**config.mk**
```make
export PLATFORM = sky130hd
export DESIGN_NAME = interface_sensor_distancia_bcd
export DESIGN_NICKNAME = d
export VERILOG_FILES = /design/src/rtl/interface_sensor_distancia_bcd.sv
export SDC_FILE = /design/constraint.sdc
export NUM_CORES = 1
export LEC_CHECK = 0
export BUFFER_PORTS_ARGS = -buffer_cell sky130_fd_sc_hd__buf_2
export CORE_MARGIN = 2
export CORE_UTILIZATION = 50
export DETAILED_ROUTE_END_ITERATION = 8
export GPL_ROUTABILITY_DRIVEN = 0
export PLACE_DENSITY_LB_ADDON = 0.08
export RECOVER_POWER = 100
export SLEW_MARGIN = 20
export SYNTH_ARGS = -nofsm -noshare
export SYNTH_HDL_FRONTEND = slang
export SYNTH_SLANG_ARGS = --single-unit
```
**constraint.sdc**
```tcl
create_clock -name clock -period 4.4 [get_ports clock]
set_clock_uncertainty 0.1 [all_clocks]
set_input_delay 0.22 -clock clock [delete_from_list [all_inputs] [get_ports clock]]
set_output_delay 0.22 -clock clock [all_outputs]
set_load 0.005 [all_outputs]
```
**src/rtl/interface_sensor_distancia_bcd.sv**
```systemverilog
// Ultrasonic (HC-SR04 style) distance interface.
// Fires a trigger pulse, times the echo pulse, and presents the distance in cm
// as three registered BCD digits (centenas/dezenas/unidades).
// Handshake: medir is a level request sampled only while idle; pronto/erro are
// single-cycle completion strobes (mutually exclusive); ocupado is high while a
// measurement is in flight. There is no backpressure.
module interface_sensor_distancia_bcd #(
    parameter int TRIGGER_CYCLES = 500,
    parameter int CYCLES_PER_CM  = 2941,
    parameter int TIMEOUT_CYCLES = 1_900_000
) (
    input  logic       clock,
    input  logic       reset_n,
    input  logic       medir,
    input  logic       echo,
    output logic       trigger,
    output logic [3:0] unidades,
    output logic [3:0] dezenas,
    output logic [3:0] centenas,
    output logic       pronto,
    output logic       erro,
    output logic       ocupado,
    output logic [2:0] estado
);

    typedef enum logic [2:0] {
        S_IDLE      = 3'd0,
        S_TRIGGER   = 3'd1,
        S_WAIT_ECHO = 3'd2,
        S_MEASURE   = 3'd3,
        S_STORE     = 3'd4,
        S_ABORT     = 3'd5
    } state_t;

    // One counter serves both the trigger width and the echo timeouts.
    localparam int CNT_MAX = (TIMEOUT_CYCLES > TRIGGER_CYCLES) ? TIMEOUT_CYCLES : TRIGGER_CYCLES;
    localparam int CW      = $clog2(CNT_MAX + 1);
    localparam int TW      = (CYCLES_PER_CM > 1) ? $clog2(CYCLES_PER_CM) : 1;

    localparam logic [CW-1:0] TRIG_LAST = CW'(TRIGGER_CYCLES - 1);
    localparam logic [CW-1:0] TOUT_LAST = CW'(TIMEOUT_CYCLES - 1);
    localparam logic [TW-1:0] TICK_LAST = TW'(CYCLES_PER_CM - 1);

    state_t        state, state_next;
    logic [CW-1:0] cnt;
    logic [TW-1:0] tick;
    logic [3:0]    acc_u, acc_d, acc_c;
    logic [3:0]    inc_u, inc_d, inc_c;
    logic          echo_meta, echo_sync, echo_prev;
    logic          echo_rise, echo_fall;

    // Two-flop synchronizer plus a delay flop for edge detection; rise and fall
    // see the same latency so the measured width is preserved.
    always_ff @(posedge clock or negedge reset_n) begin
        if (!reset_n) begin
            echo_meta <= 1'b0;
            echo_sync <= 1'b0;
            echo_prev <= 1'b0;
        end else begin
            echo_meta <= echo;
            echo_sync <= echo_meta;
            echo_prev <= echo_sync;
        end
    end

    assign echo_rise = echo_sync & ~echo_prev;
    assign echo_fall = ~echo_sync & echo_prev;

    // State register.
    always_ff @(posedge clock or negedge reset_n) begin
        if (!reset_n) state <= S_IDLE;
        else          state <= state_next;
    end

    // Next-state and output decode; outputs come straight from the state so an
    // async reset drops trigger immediately.
    always_comb begin
        state_next = state;
        trigger    = 1'b0;
        pronto     = 1'b0;
        erro       = 1'b0;
        ocupado    = 1'b1;
        case (state)
            S_IDLE: begin
                ocupado = 1'b0;
                if (medir) state_next = S_TRIGGER;
            end
            S_TRIGGER: begin
                trigger = 1'b1;
                if (cnt == TRIG_LAST) state_next = S_WAIT_ECHO;
            end
            S_WAIT_ECHO: begin
                if (echo_rise)             state_next = S_MEASURE;
                else if (cnt == TOUT_LAST) state_next = S_ABORT;
            end
            S_MEASURE: begin
                if (echo_fall)             state_next = S_STORE;
                else if (cnt == TOUT_LAST) state_next = S_ABORT;
            end
            S_STORE: begin
                pronto     = 1'b1;
                state_next = S_IDLE;
            end
            S_ABORT: begin
                erro       = 1'b1;
                state_next = S_IDLE;
            end
            default: begin
                state_next = S_IDLE;
            end
        endcase
    end

    assign estado = state;

    // BCD accumulator plus one, saturating at 999.
    always_comb begin
        inc_u = acc_u;
        inc_d = acc_d;
        inc_c = acc_c;
        if (!(acc_c == 4'd9 && acc_d == 4'd9 && acc_u == 4'd9)) begin
            if (acc_u == 4'd9) begin
                inc_u = 4'd0;
                if (acc_d == 4'd9) begin
                    inc_d = 4'd0;
                    inc_c = acc_c + 4'd1;
                end else begin
                    inc_d = acc_d + 4'd1;
                end
            end else begin
                inc_u = acc_u + 4'd1;
            end
        end
    end

    // Counters, BCD accumulator and output digit registers.
    always_ff @(posedge clock or negedge reset_n) begin
        if (!reset_n) begin
            cnt      <= '0;
            tick     <= '0;
            acc_u    <= 4'd0;
            acc_d    <= 4'd0;
            acc_c    <= 4'd0;
            unidades <= 4'd0;
            dezenas  <= 4'd0;
            centenas <= 4'd0;
        end else begin
            case (state)
                S_IDLE: begin
                    if (medir) begin
                        cnt   <= '0;
                        tick  <= '0;
                        acc_u <= 4'd0;
                        acc_d <= 4'd0;
                        acc_c <= 4'd0;
                    end
                end
                S_TRIGGER: begin
                    cnt <= (cnt == TRIG_LAST) ? '0 : cnt + CW'(1);
                end
                S_WAIT_ECHO: begin
                    cnt <= echo_rise ? '0 : cnt + CW'(1);
                end
                S_MEASURE: begin
                    // Every MEASURE cycle, including the one that sees the fall,
                    // is one clock of echo-high time.
                    cnt <= cnt + CW'(1);
                    if (tick == TICK_LAST) begin
                        tick  <= '0;
                        acc_u <= inc_u;
                        acc_d <= inc_d;
                        acc_c <= inc_c;
                    end else begin
                        tick <= tick + TW'(1);
                    end
                end
                S_STORE: begin
                    unidades <= acc_u;
                    dezenas  <= acc_d;
                    centenas <= acc_c;
                end
                default: begin
                end
            endcase
        end
    end

endmodule
```
==> results_dict.tcl, run 1 <==
set metrics [dict create \
    outcome "finished, violations left" \
    violations "capacitance limit, slew limit" \
    final_layout_size_suffix_gt1_share_pct 10.82 \
    netlist_area_mm2 0.003428 \
    avgViaCountPerCell 5.963 \
    htreeDepth 3 \
    grt_usage_pct 20.97 \
    cts_tree "yes" \
    core_area_mm2 0.006719 \
    rr_endpoint "cnt[15]" \
    firstDrtPassIters 4 \
    drt-wirelength-per-cell_um 15.59 \
    hold_path.class "in -> reg" \
    gr-total-overflow 0 \
    via_count 2737 \
    hold_depth 4 \
    grt_start_max_net_pins 64 \
    syn2layout_area_growth_pct 8.722 \
    routed_wirelength_um 7157 \
    final_area_mm2 0.003727 \
    tightestPinTransition_ns 1.944 \
    intPower_w 0.0008978 \
    switching_share_pct 21.38 \
    yosysWarnings 0 \
    pwr-share-seq_pct 50.9 \
    pwr-share-comb_pct 1.3 \
    critPathRequiredTime_ns 4.53 \
    synth_cell_types 50 \
    finalSetupTns_ns 0 \
    placed_area_mm2 0.003550 \
    ios 23 \
    worst_setup_path_end_kind "flip-flop" \
    hold_viol_final 0 \
    synth_cells 354 \
    clk_path_buf_depth 2 \
    synth.net_count 367 \
    drt.antenna.violating_nets 0 \
    power.density_mw_per_mm2 306.4 \
    pre_cts_ws_ns 1.753 \
    crit_fanout 29 \
    hpwl_um 4716 \
    cts.sinks 63 \
    initial_core_util_pct 51.02 \
    crit_path_start "cnt[18]" \
    die_y_um 86.81 \
    slew_headroom_pct -29.91 \
    insertion_delay_ns 0.35 \
    ys_seq_area_share_pct 45.99 \
    finalCritPeriodShare_pct 76.73 \
    crit_type "reg -> reg" \
    ff2ff_path_depth 6 \
    post-cts-setup-buffers 0 \
    postSynthAreaPerCell_um2 9.684 \
    synth_flop_cell "dfrtp_1" \
    finalMaxSlewViolations 94 \
    die_x_um 86.81 \
    clkSlewWorstSetupHoldPaths_ns 0.07 \
    num_antenna_cells 0 \
    max-vdd-ir-drop_mv 0.1622 \
    reg2reg_from "cnt[18]" \
    rsz0062_at_grt "false" \
    clock-root-buffer "clkbuf_8" \
    grt_pass1_vias 2584 \
    period_needed_ns 3.376 \
    setup_slack_ns 1.024 \
    maxCapViolations 3 \
    drc 0 \
    cp-endpoint "cnt[15]" \
    initialDrtViolationCount 132 \
    die_area_mm2 0.007535 \
    num-nets-final 387 \
    setup_violations 0 \
    async_flop_share_pct 100.0 \
    critPathLaunchType "flip-flop" \
    leakagePower_nw 1.635 \
    ys_seq_elements 63 \
    clockPowerShare_pct 47.8 \
    power_switching_w 0.0002441 \
    cp.arrival_ns 3.51 \
    io_buffers 22 \
    rrSetupSlack_ns 1.02 \
    post-route-util_pct 55.47 \
    antenna_found_initial 0 \
    grt_pass1_wl_um 12280 \
    synth_edf_count 0 \
    fmax_mhz 296.2 \
    core.rowCount 30 \
    cts_buffers 9 \
]
==> how the worst min path moves through the flow <==
stage	startpoint	endpoint	slack, ns
global route	medir	acc_c[3]	0.15
detailed placement	echo	echo_meta	0.23
CTS	medir	acc_c[3]	0.13
global placement	echo	echo_meta	0.23
finish	medir	acc_c[3]	0.13
floorplan	reset_n	acc_c[0]	-0.18
==> flip-flops by register name, indices dropped and copies added, names as in the netlist, 3 cells and up <==
signal / cells
acc_u: 4
acc_c: 4
centenas: 4
acc_d: 4
dezenas: 4
tick: 12
estado: 3
cnt: 21
unidades: 4
==> per-stage QoR <==
step | total power [W] | hold slack (ns) | instances
3_3_place_gp | 0.0006072 | 0.2291 | 441
2_1_floorplan | 0.0005931 | -0.1756 | 354
6_report | 0.001142 | 0.1296 | 459
4_1_cts | 0.001156 | 0.1273 | 459
5_1_grt | 0.001185 | 0.1499 | 459
3_5_place_dp | 0.0006073 | 0.2296 | 441
==> synth_stat cells (all sizes together) (3+ instances only) <==
master / n / area (um2)
dfrtp: 63 / 1577
nor3: 13 / 65.06
clkbuf: 4 / 15.01
or3: 4 / 25.02
nor3b: 3 / 22.52
o31ai: 7 / 57.55
nand2: 36 / 135.1
nor2: 29 / 108.9
xor2: 6 / 52.55
and4: 3 / 26.28
nor4b: 4 / 35.03
mux2: 12 / 135.1
a22o: 11 / 96.34
nand4: 12 / 75.07
ha: 9 / 112.6
a31oi: 5 / 31.28
and3b: 4 / 35.03
buf: 13 / 93.83
and3: 7 / 43.79
nand3b: 3 / 22.52
o211ai: 4 / 30.03
o22a: 4 / 35.03
nor2b: 3 / 18.77
inv: 9 / 33.78
o21ai: 35 / 178.9
nand3: 12 / 60.06
nor4: 11 / 68.82
a21oi: 3 / 15.01
==> cell usage in the layout (no fill, tap or decap), types with 5 or more instances in the layout <==
cell,n
a22o_1,11
a31oi_1,5
and3_1,7
buf_2,10
clkbuf_1,13
clkbuf_8,9
dfrtp_1,63
ha_1,9
inv_1,9
mux2_2,12
nand2_1,36
nand3_1,12
nand4_1,12
nor2_1,29
nor3_1,13
nor4_1,11
o21ai_0,34
o31ai_1,7
xor2_1,6
==> repair_timing <==
action,4_1_cts,5_1_grt
endpoints found under the hold margin,64,0
hold buffers,2,0
gates resized for setup,0,0
endpoints found under the setup margin,0,0
==> per-layer routing <==
layer,routed length [um],up-vias,global-route usage (%)
met4,163,0,9.517
li1,-,1359,-
met5,0,-,0
met2,3329,50,33.38
met3,241,14,5.048
met1,3422,1314,27.03
==> layout make-up <==
cell class              count  area (um2)
fillers                   601        2992
multi-input cells         265        1682
flip-flops and latches     63        1577
clock buffers               9       123.9
repair buffers             26       123.9
well taps                  80       100.1
clock inverters             7       87.58
inverters                   9       33.78
==> power by group through the flow <==
stage	combinational [W]	sequential (W)	clock [W]
floorplan	0.00000111	0.000592	0
global placement	0.0000153	0.000592	0
detailed placement	0.0000154	0.000592	0
CTS	0.0000167	0.000581	0.000559
global route	0.0000186	0.000581	0.000586
finish	0.0000153	0.000581	0.000546
==> worst max-delay path: stages, from the launching register on <==
cell and delay (ns):
dfrtp_1 0.46, nor4_1 0.41, nand4b_1 0.22, o21ai_0 0.20, clkbuf_1 0.93, nor2_1 0.48, a221o_1 0.45
==> logic make-up after synthesis <==
logic type,share of synthesized area (%)
and+or+nand+nor,23.61
AOI/OAI and AO/OA,16.90
DFF,45.99
buffers and inverters,4.160
muxes,4.526
adders and majority gates,3.285
xor gates and xnor gates,1.533
Power figures use the tool's default switching activity.
==> inputs of run 2 (changes only) <==
==> constraint.sdc (replaced) <==
create_clock -name clock -period 2.9 [get_ports clock]
set_clock_uncertainty 0.1 [all_clocks]
set_input_delay 0.145 -clock clock [delete_from_list [all_inputs] [get_ports clock]]
set_output_delay 0.145 -clock clock [all_outputs]
set_load 0.005 [all_outputs]
==> run 2 against run 1 <==
  * The flow still finishes with violations (capacitance limit, slew limit)
  * Cell area rose by 0.87%
  * Die area did not move
  * Via count rose by 0.77%
  * Global-route usage fell by 0.27 points
  * Wire length rose by 0.13%
  * Sequential cell count did not move
  * Total power rose by 44%
  * Sequential share of layout area fell by 0.37 points
  * Worst hold slack got worse by 0.040 ns
  * Combinational power rose by 52%
  * Register-to-register slack got worse by 0.65 ns
==> results_dict.tcl, run 2 (synthesized netlist as in run 1, its figures left out) <==
set metrics [dict create \
    outcome "finished, violations left" \
    violations "capacitance limit, slew limit" \
    syn2layout_area_growth_pct 9.672 \
    io_buffers 22 \
    routed_wirelength_um 7166 \
    cts.sinks 63 \
    cts_tree "yes" \
    die_y_um 86.81 \
    placed_area_mm2 0.003587 \
    num-nets-final 392 \
    reg_top3 "cnt x21, tick x12" \
    rrSetupSlack_ns 0.37 \
    clock-root-buffer "clkbuf_8" \
    tightestPinTransition_ns 1.552 \
    via_count 2758 \
    cts_resized 0 \
    worst_setup_path_end_kind "flip-flop" \
    leakagePower_nw 1.657 \
    setup_violations 0 \
    rsz0062_at_grt "false" \
    grt_usage_pct 20.71 \
    ios 23 \
    final_area_mm2 0.003760 \
    hold_viol_final 0 \
    dp_cells 446 \
    drt-wirelength-per-cell_um 15.51 \
    cp_common_cell "or3_1" \
    cp_cell_sequence "or3_1, or3_1, o21ai_2, clkbuf_1, nor2_1, a221o_1" \
    finalCritPeriodShare_pct 87.15 \
    initialDrtViolationCount 109 \
    layout_common_cells "dfrtp_1 (63), nand2_1 (36), o21ai_0 (33)" \
    fmax_mhz 395.7 \
    drc 0 \
    largest_reg_flops 21 \
    initial_core_util_pct 51.02 \
    hold_depth 4 \
    maxCapViolations 1 \
    regMostFlops "cnt" \
    crit_type "reg -> reg" \
    die_area_mm2 0.007535 \
    period_needed_ns 2.527 \
    slowest_stage "dfrtp_1" \
    hp-start "medir" \
    finalMaxSlewViolations 64 \
    core_area_mm2 0.006719 \
    htreeDepth 3 \
    final_common_cell "dfrtp_1" \
    avgViaCountPerCell 5.970 \
    holdPathEnd "acc_c[3]" \
    reg2reg_from "cnt[9]" \
    max_stage_delay_ns 0.45 \
    die_x_um 86.81 \
    cts_buffers 9 \
    grt_pass1_wl_um 12460 \
    insertion_delay_ns 0.33 \
    clk_path_buf_depth 2 \
    ff2ff_path_depth 6 \
    grt_start_max_net_pins 64 \
    max-vdd-ir-drop_mv 0.2053 \
    num_antenna_cells 0 \
    finalSetupTns_ns 0 \
    antenna_found_initial 0 \
    power.density_mw_per_mm2 436.9 \
    grt_pass1_vias 2615 \
    cts_hold_buf 2 \
    hold_path.class "in -> reg" \
    cp.arrival_ns 2.64 \
    critPathLaunchType "flip-flop" \
    rr_endpoint "cnt[20]" \
    crit_fanout 12 \
    core.rowCount 30 \
    firstDrtPassIters 4 \
    hpwl_um 4836 \
    slew_headroom_pct -3.467 \
    critPathRequiredTime_ns 3.01 \
    post-cts-setup-buffers 0 \
    clkSlewWorstSetupHoldPaths_ns 0.07 \
    drt.antenna.violating_nets 0 \
    final_layout_size_suffix_gt1_share_pct 12.57 \
    finalNonFillerCells 462 \
    gr-total-overflow 0 \
]
[run 2: cell count changes in the layout (fill, tap and decap cells not counted)]
| cell | before | now |
|---|---|---|
| o41ai_4 | 0 | 1 |
| or2_2 | 1 | 2 |
| or2_0 | 1 | 0 |
| o21ai_2 | 0 | 1 |
| o41ai_1 | 2 | 1 |
| buf_4 | 0 | 4 |
| clkinv_2 | 4 | 2 |
| buf_2 | 10 | 12 |
| clkbuf_8 | 9 | 10 |
| o21ai_0 | 34 | 33 |
| clkbuf_1 | 13 | 12 |
| bufinv_16 | 2 | 1 |
[run 2: cell type report]
| cell class | count | area, um2 |
|---|---|---|
| clock buffers | 10 | 137.6 |
| well taps | 80 | 100.1 |
| flip-flops and latches | 63 | 1577 |
| repair buffers | 31 | 160.2 |
| multi-input cells | 265 | 1704 |
| clock inverters | 4 | 47.55 |
| inverters | 9 | 33.78 |
| fillers | 593 | 2959 |
[run 2: how the worst max path moves through the flow]
stage | slack, ns | startpoint | end
final | 0.37 | cnt[9] | cnt[20]
after global routing | 0.15 | cnt[9] | cnt[15]
after CTS | 0.50 | estado[0] | acc_d[0]
after detailed placement | 0.51 | estado[0] | acc_d[0]
after global placement | 0.53 | estado[1] | acc_d[0]
after floorplan | 0.84 | cnt[9] | cnt[20]
[run 2: stage by stage]
stage	hold WS [ns]	worst slack (ns)	power, W	utilization (%)
after floorplan	-0.2506	0.8364	0.0008998	-
after global placement	0.1524	0.5346	0.0009213	53.39
after detailed placement	0.1548	0.5138	0.0009218	53.39
after CTS	0.08548	0.4954	0.001665	56.44
after global routing	0.1326	0.1527	0.001703	55.96
final	0.08933	0.3726	0.001643	55.96
[run 2: power by group]
| part | switching, W | total [W] | leakage, nW | internal (W) |
|---|---|---|---|---|
| logic | 0.0000188 | 0.0000233 | 0.788 | 0.00000452 |
| registers | 0.000000907 | 0.000882 | 0.775 | 0.000881 |
| clock network | 0.000330 | 0.000738 | 0.0940 | 0.000408 |
[run 2: per-layer routing]
layer  global-route usage [%]  wire [um]  vias up
li1                         -          -     1366
met1                    27.76       3397     1340
met2                    33.45       3473       46
met3                    5.333        237        6
met4                    5.256         57        0
met5                        0          0        -
[run 2: worst max-delay path: cells and delay by family, from the launching register on]
family	cells	cell delay, ns
buf+inv	1	0.32
flops	1	0.45
compound gates	2	0.51
simple gates	3	1.03
